## src/rtl/alu_muldiv_unit.sv

```systemverilog
// Execute-stage unit: single-cycle RV32I ALU ops plus an iterative 1-bit/cycle
// RV32M multiply/divide engine, with valid/ready on both the request and result sides.
module alu_muldiv_unit #(
    parameter int XLEN      = 32,
    parameter bit MULDIV_EN = 1'b1
) (
    input  logic            clk,
    input  logic            rst,
    input  logic            flush,
    input  logic            in_valid,
    output logic            in_ready,
    input  logic [4:0]      in_op,
    input  logic [XLEN-1:0] in_1,
    input  logic [XLEN-1:0] in_2,
    output logic            out_valid,
    input  logic            out_ready,
    output logic [XLEN-1:0] out_result,
    output logic            out_illegal,
    output logic            busy
);

    localparam int SHW = $clog2(XLEN);
    localparam logic [XLEN-1:0] SMIN = {1'b1, {(XLEN-1){1'b0}}};

    typedef enum logic [1:0] {
        S_IDLE,
        S_CALC,
        S_DONE
    } state_e;

    typedef enum logic [4:0] {
        OP_ADD    = 5'd0,
        OP_SUB    = 5'd1,
        OP_XOR    = 5'd2,
        OP_OR     = 5'd3,
        OP_AND    = 5'd4,
        OP_SLL    = 5'd5,
        OP_SRL    = 5'd6,
        OP_SRA    = 5'd7,
        OP_SLT    = 5'd8,
        OP_SLTU   = 5'd9,
        OP_MUL    = 5'd10,
        OP_MULH   = 5'd11,
        OP_MULHSU = 5'd12,
        OP_MULHU  = 5'd13,
        OP_DIV    = 5'd14,
        OP_DIVU   = 5'd15,
        OP_REM    = 5'd16,
        OP_REMU   = 5'd17
    } op_e;

    state_e          state_q, state_d;
    logic [XLEN-1:0] result_q, result_d;
    logic            illegal_q, illegal_d;
    logic [SHW-1:0]  counter_q, counter_d;
    logic [XLEN-1:0] hi_q, hi_d;
    logic [XLEN-1:0] lo_q, lo_d;
    logic [XLEN-1:0] b_q, b_d;
    logic [4:0]      op_q, op_d;
    logic            neg_q, neg_d;
    logic            rem_neg_q, rem_neg_d;

    logic accept;
    assign in_ready    = (state_q == S_IDLE) | ((state_q == S_DONE) & out_ready);
    assign accept      = in_valid & in_ready;
    assign out_valid   = (state_q == S_DONE);
    assign out_result  = result_q;
    assign out_illegal = illegal_q;
    assign busy        = (state_q == S_CALC);

    // Request decode and single-cycle ALU path
    logic            is_m_op, is_div_op, is_legal, div_zero, div_ovf;
    logic            a_signed, b_signed, a_neg, b_neg;
    logic [XLEN-1:0] a_mag, b_mag, alu_res;
    logic [SHW-1:0]  shamt;

    always_comb begin
        // NOTE: every combinational output gets a default first so no path can infer a latch.
        alu_res = '0;
        shamt   = in_2[SHW-1:0];
        case (in_op)
            OP_ADD:  alu_res = in_1 + in_2;
            OP_SUB:  alu_res = in_1 - in_2;
            OP_XOR:  alu_res = in_1 ^ in_2;
            OP_OR:   alu_res = in_1 | in_2;
            OP_AND:  alu_res = in_1 & in_2;
            OP_SLL:  alu_res = in_1 << shamt;
            OP_SRL:  alu_res = in_1 >> shamt;
            OP_SRA:  alu_res = $unsigned($signed(in_1) >>> shamt);
            OP_SLT:  alu_res = {{(XLEN-1){1'b0}}, $signed(in_1) < $signed(in_2)};
            OP_SLTU: alu_res = {{(XLEN-1){1'b0}}, in_1 < in_2};
            default: alu_res = '0;
        endcase
    end

    assign is_m_op   = (in_op >= OP_MUL) && (in_op <= OP_REMU);
    assign is_div_op = (in_op >= OP_DIV) && (in_op <= OP_REMU);
    assign is_legal  = (in_op <= OP_REMU) && (MULDIV_EN || !is_m_op);
    assign div_zero  = is_div_op && (in_2 == '0);
    assign div_ovf   = ((in_op == OP_DIV) || (in_op == OP_REM)) && (in_1 == SMIN) && (in_2 == '1);

    // Engine works on magnitudes; signs are re-applied when the last iteration retires
    assign a_signed = (in_op == OP_MULH) || (in_op == OP_MULHSU) || (in_op == OP_DIV) || (in_op == OP_REM);
    assign b_signed = (in_op == OP_MULH) || (in_op == OP_DIV) || (in_op == OP_REM);
    assign a_neg    = a_signed & in_1[XLEN-1];
    assign b_neg    = b_signed & in_2[XLEN-1];
    assign a_mag    = a_neg ? -in_1 : in_1;
    assign b_mag    = b_neg ? -in_2 : in_2;

    // One engine step: shift-add for multiply, restoring shift-subtract for divide
    logic            op_is_mul;
    logic [XLEN:0]   mul_sum, div_shift, div_diff;
    logic            div_ge;
    logic [XLEN-1:0] hi_step, lo_step;

    assign op_is_mul = (op_q >= OP_MUL) && (op_q <= OP_MULHU);
    assign mul_sum   = {1'b0, hi_q} + (lo_q[0] ? {1'b0, b_q} : '0);
    assign div_shift = {hi_q, lo_q[XLEN-1]};
    assign div_diff  = div_shift - {1'b0, b_q};
    assign div_ge    = (div_shift >= {1'b0, b_q});

    always_comb begin
        if (op_is_mul) begin
            {hi_step, lo_step} = {mul_sum, lo_q[XLEN-1:1]};
        end else begin
            hi_step = div_ge ? div_diff[XLEN-1:0] : div_shift[XLEN-1:0];
            lo_step = {lo_q[XLEN-2:0], div_ge};
        end
    end

    logic [2*XLEN-1:0] prod_raw, prod_fix;
    logic [XLEN-1:0]   final_res;

    assign prod_raw = {hi_step, lo_step};
    assign prod_fix = neg_q ? -prod_raw : prod_raw;

    always_comb begin
        case (op_q)
            OP_MUL:                        final_res = prod_fix[XLEN-1:0];
            OP_MULH, OP_MULHSU, OP_MULHU:  final_res = prod_fix[2*XLEN-1:XLEN];
            OP_DIV, OP_DIVU:               final_res = neg_q ? -lo_step : lo_step;
            default:                       final_res = rem_neg_q ? -hi_step : hi_step;
        endcase
    end

    always_comb begin
        state_d   = state_q;
        result_d  = result_q;
        illegal_d = illegal_q;
        counter_d = counter_q;
        hi_d      = hi_q;
        lo_d      = lo_q;
        b_d       = b_q;
        op_d      = op_q;
        neg_d     = neg_q;
        rem_neg_d = rem_neg_q;

        case (state_q)
            S_CALC: begin
                hi_d      = hi_step;
                lo_d      = lo_step;
                counter_d = counter_q - 1'b1;
                if (counter_q == '0) begin
                    state_d   = S_DONE;
                    result_d  = final_res;
                    illegal_d = 1'b0;
                    counter_d = '0;
                end
            end
            S_DONE: begin
                if (out_ready) state_d = S_IDLE;
            end
            default: ;
        endcase

        if (accept) begin
            op_d      = in_op;
            illegal_d = !is_legal;
            state_d   = S_DONE;
            if (!is_legal) begin
                result_d = '0;
            end else if (!is_m_op) begin
                result_d = alu_res;
            end else if (div_zero) begin
                result_d = ((in_op == OP_DIV) || (in_op == OP_DIVU)) ? '1 : in_1;
            end else if (div_ovf) begin
                result_d = (in_op == OP_DIV) ? in_1 : '0;
            end else begin
                state_d   = S_CALC;
                counter_d = SHW'(XLEN - 1);
                hi_d      = '0;
                lo_d      = is_div_op ? a_mag : b_mag;
                b_d       = is_div_op ? b_mag : a_mag;
                neg_d     = a_neg ^ b_neg;
                rem_neg_d = a_neg;
            end
        end

        // Abort wins over both a new accept and an engine completion
        if (flush) begin
            state_d   = S_IDLE;
            counter_d = '0;
        end
    end

    always_ff @(posedge clk or posedge rst) begin
        if (rst) begin
            state_q   <= S_IDLE;
            result_q  <= '0;
            illegal_q <= 1'b0;
            counter_q <= '0;
            hi_q      <= '0;
            lo_q      <= '0;
            b_q       <= '0;
            op_q      <= '0;
            neg_q     <= 1'b0;
            rem_neg_q <= 1'b0;
        end else begin
            // NOTE: non-blocking assignments so every register samples pre-edge values.
            state_q   <= state_d;
            result_q  <= result_d;
            illegal_q <= illegal_d;
            counter_q <= counter_d;
            hi_q      <= hi_d;
            lo_q      <= lo_d;
            b_q       <= b_d;
            op_q      <= op_d;
            neg_q     <= neg_d;
            rem_neg_q <= rem_neg_d;
        end
    end

endmodule

```

## config.mk

```make
export PLATFORM = sky130hd
export DESIGN_NAME = alu_muldiv_unit
export DESIGN_NICKNAME = d
export VERILOG_FILES = /design/src/rtl/alu_muldiv_unit.sv
export SDC_FILE = /design/constraint.sdc
export NUM_CORES = 1
export LEC_CHECK = 0
export ABC_CLOCK_PERIOD_IN_PS = 6000
export CAP_MARGIN = 5
export CELL_PAD_IN_SITES_DETAIL_PLACEMENT = 1
export CELL_PAD_IN_SITES_GLOBAL_PLACEMENT = 1
export CORE_MARGIN = 10
export CORE_UTILIZATION = 25
export CTS_CLUSTER_DIAMETER = 120
export DETAILED_ROUTE_END_ITERATION = 12
export HOLD_SLACK_MARGIN = 0.12
export PLACE_DENSITY_LB_ADDON = 0.1
export RECOVER_POWER = 50
export SETUP_SLACK_MARGIN = 0.4
export SLEW_MARGIN = 20
export SYNTH_ARGS = -nofsm -noshare
export SYNTH_HDL_FRONTEND = slang
export SYNTH_SLANG_ARGS = --single-unit
```

## constraint.sdc

```tcl
create_clock -name clk -period 6 [get_ports clk]
set_input_delay 1.2 -clock clk [delete_from_list [all_inputs] [get_ports clk]]
set_output_delay 1.2 -clock clk [all_outputs]
set_load 0.03 [all_outputs]
```

==> metrics.md <==
| Metric | Value |
|---|---|
| FP Rows | `114` |
| Clock sinks | `143` |
| Crit. End Element | `flop` |
| CP max FO | `4` |
| Failing checks | `max-capacitance violations, max-slew violations` |
| Setup-failing EPs final | `0` |
| Layout cells sized above 1 | `13.0%` |
| Metal1 wirelength | `64.5 mm` |
| Met3 wire length | `6.04 mm` |
| Dominant cells by area after synthesis | `dfrtp_1, ha_1, o21ai_0` |
| CTS clk-pin slew, worst paths | `0.07 ns` |
| Setup Skew | `0.0196 ns` |
| CTS Hold Bufs | `0` |
| Max-cap violations | `4` |
| CTS tree | `built` |
| EDFF count, synth | `0` |
| Worst R2R Start | `b_q[6]` |
| Fmax | `180 MHz` |
| Layout area overhead | `21.2%` |
| Fillers | `11900` |
| First drt pass iteration count | `5` |
| Vias in the first global route | `29600` |
| Leak | `12.2 nW` |
| Max-slew violations | `164` |
| Max Used Layer | `met5` |
| Worst reg2reg endpoint | `out_result[22]` |
| Tightest Pin Transition | `2.34 ns` |
| Clock Path Buffers | `2` |
| Global-route wire length before repair | `217 mm` |
| Synthesized area per cell | `6.88 um2` |
| Outcome | `complete, but fails checks` |
| Area share of the largest cell type after synthesis | `14.6%` |
| WL/cell | `30.1 um` |
| Met2 wire length | `73.5 mm` |
| DR vias/cell | `5.76` |
| Pre-CTS setup slack | `-0.120 ns` |
| Clock Latency Late Sink | `0.52 ns` |
| Layout Nets | `4004` |
| Number of CTS-inserted buffers | `17` |
| Core area | `0.0969 mm2` |
| Die X | `333 um` |
| Post-synthesis cell type count | `105` |
| DRT antenna net count | `0` |
| Fin Hold WS | `0.511 ns` |
| Overall routing resource usage | `26.3%` |
| Fin area | `0.0297 mm2` |
| Fin worst setup slack | `0.436 ns` |
| Routability cong. | `0.966` |
| Ys Warns | `0` |
| Area leader, netlist | `dfrtp_1` |
| Worst reg2reg path depth | `20` |
| Unrepaired setup endpoints after global routing | `true` |
| Chip height | `333 um` |
| Gate Count Post-Synth | `3560` |
| Synth Flop Type | `dfrtp_1` |
| DRC | `0` |
| Min-Delay Path Depth | `2` |
| Worst vdd ir | `0.211 mV` |
| Largest net degree at the start of global routing | `69` |
| Worst slew margin | `-56.8%` |
| PD cells | `451 mW/mm2` |
| Initial drt markers | `2095` |
| Synthesized netlist net count | `3805` |
| Seq cells post-synth | `143` |
| Crit path launch type | `flop` |
| Root buffer cell | `clkbuf_16` |
| H-Tree Depth | `4` |
| Layout Utilization | `30.6%` |
| Worst Path Required | `6.40 ns` |
| IO Port Bufs | `109` |
| Seq/Total Area, Yosys | `14.6%` |
| Critical path class | `flop to flop` |
| Initial antenna violation count | `8` |
| Crit path arrival time | `5.97 ns` |
| Fin crit period | `5.56 ns` |
| Hpwl dp | `124 mm` |
| Asr flop ratio synth | `100%` |
| Min-delay worst type | `flop to flop` |
| Synthesized area | `0.0245 mm2` |
| Final WL | `152 mm` |
| Final Hold Vio Count | `0` |
| Die ar. | `0.111 mm2` |
| Initial core utilization | `25.3%` |
| Final period utilization | `92.7%` |
| R2R Setup Slk | `0.44 ns` |
| IO Count | `110` |
| Critical hold path startpoint | `op_q[4]` |
| Setup TNS Final | `0 ns` |
| Via Count | `29100` |
| Hold worst-path end | `op_q[4]` |
| DP Area | `0.0286 mm2` |
| Total global routing overflow | `0` |
-- repair_timing --
item,in CTS,in global routing
endpoints found under the setup margin,22,24
resized for setup,19,44
pin swaps,19,24
setup buffers,13,9
-- how the worst max path moves through the flow --
stage                           to  slack [ns]     start
global placement     out_result[0]       -0.05   in_1[0]
CTS                 out_result[27]        0.37   lo_q[0]
floorplan           out_result[14]        0.38  hi_q[10]
detailed placement  out_result[27]       -0.12   lo_q[0]
global route         out_result[0]        0.23    b_q[6]
finish              out_result[22]        0.44    b_q[6]
-- cell families after synthesis --
group / share of synthesized area [%]
AO/OA/AOI/OAI: 34.2
AND/OR/NAND/NOR: 22.4
buffers and inverters: 6.67
XOR/XNOR: 7.76
adder cells (fa/ha/maj): 8.86
flip-flops: 14.6
multiplexers: 5.53
-- area by class of cell --
type	instances	area [um2]	share of cell area [%]
clock buffer	20	467	1.57
inverter	166	626	2.11
timing repair buffer	437	3580	12.1
sequential	143	3580	12.1
multi-input combinational	2994	19700	66.2
tap	1276	1600	5.38
antenna	2	5.00	0.0169
clock inverter	12	168	0.565
-- cells in the mapped netlist, types with 25 or more instances --
cell type,instances
a221oi_1,38
xor2_1,48
a21o_1,45
xnor2_1,167
buf_1,39
nor2_1,342
nand4_1,43
o22ai_1,32
and3_1,25
o31ai_1,48
and2_1,52
a31oi_1,63
nand2b_1,32
dfrtp_1,143
mux2i_1,103
o211ai_1,101
ha_1,167
clkbuf_1,200
a21oi_1,299
nand3_1,67
a211oi_1,39
inv_1,157
nand2_1,412
nor4_1,30
nor3_1,77
o21ai_0,348
or3_1,42
-- flip-flops by register name, summed over array words and instances, names as in the netlist --
signal,cells
b_q,32
counter_q,5
hi_q,32
lo_q,32
neg_q,1
op_q,5
out_illegal,1
out_result,32
rem_neg_q,1
state_q,2
-- power by group --
group,switching (W),internal [W]
clock network,0.000549,0.000696
logic,0.00649,0.00391
registers,0.000457,0.00129
-- metal layers --
layer	track usage [%]	vias up
met4	12.7	2
met2	45.8	844
met3	2.73	239
li1	-	13500
met5	0	-
met1	32.2	14500
-- cells in the final DEF (no fill, tap or decap), types with 50 or more instances in the layout --
cell	Yosys	final
a21oi_1	299	293
a31oi_1	63	63
and2_1	52	50
buf_4	1	319
clkdlybuf4s50_1	0	89
dfrtp_1	143	141
ha_1	167	161
inv_1	157	155
mux2i_1	103	102
nand2_1	412	411
nand3_1	67	66
nor2_1	342	338
nor3_1	77	73
o211ai_1	101	101
o21ai_0	348	342
xnor2_1	167	167
-- critical path, cell delays in order, from the launching register on --
cell      delay, ns
dfrtp_1        0.38
inv_2          0.08
ha_4           0.20
a21o_1         0.17
a21o_1         0.19
or3_4          0.39
o211a_4        0.28
o21ai_4        0.17
a211oi_4       0.10
o31ai_4        0.34
ha_2           0.28
o21ai_2        0.06
or4_4          0.50
or4b_4         0.54
or3_4          0.35
or2_4          0.28
o41a_1         0.42
nor2_2         0.11
xnor2_1        0.14
o221ai_2       0.12
a221o_1        0.35
-- per-stage QoR --
stage / instances / power, W
floorplan: 3560 / 0.00775
global placement: 4994 / 0.0117
detailed placement: 4994 / 0.0117
CTS: 5039 / 0.0131
global route: 5048 / 0.0143
finish: 5050 / 0.0134
(Power assumes the default switching activity.)
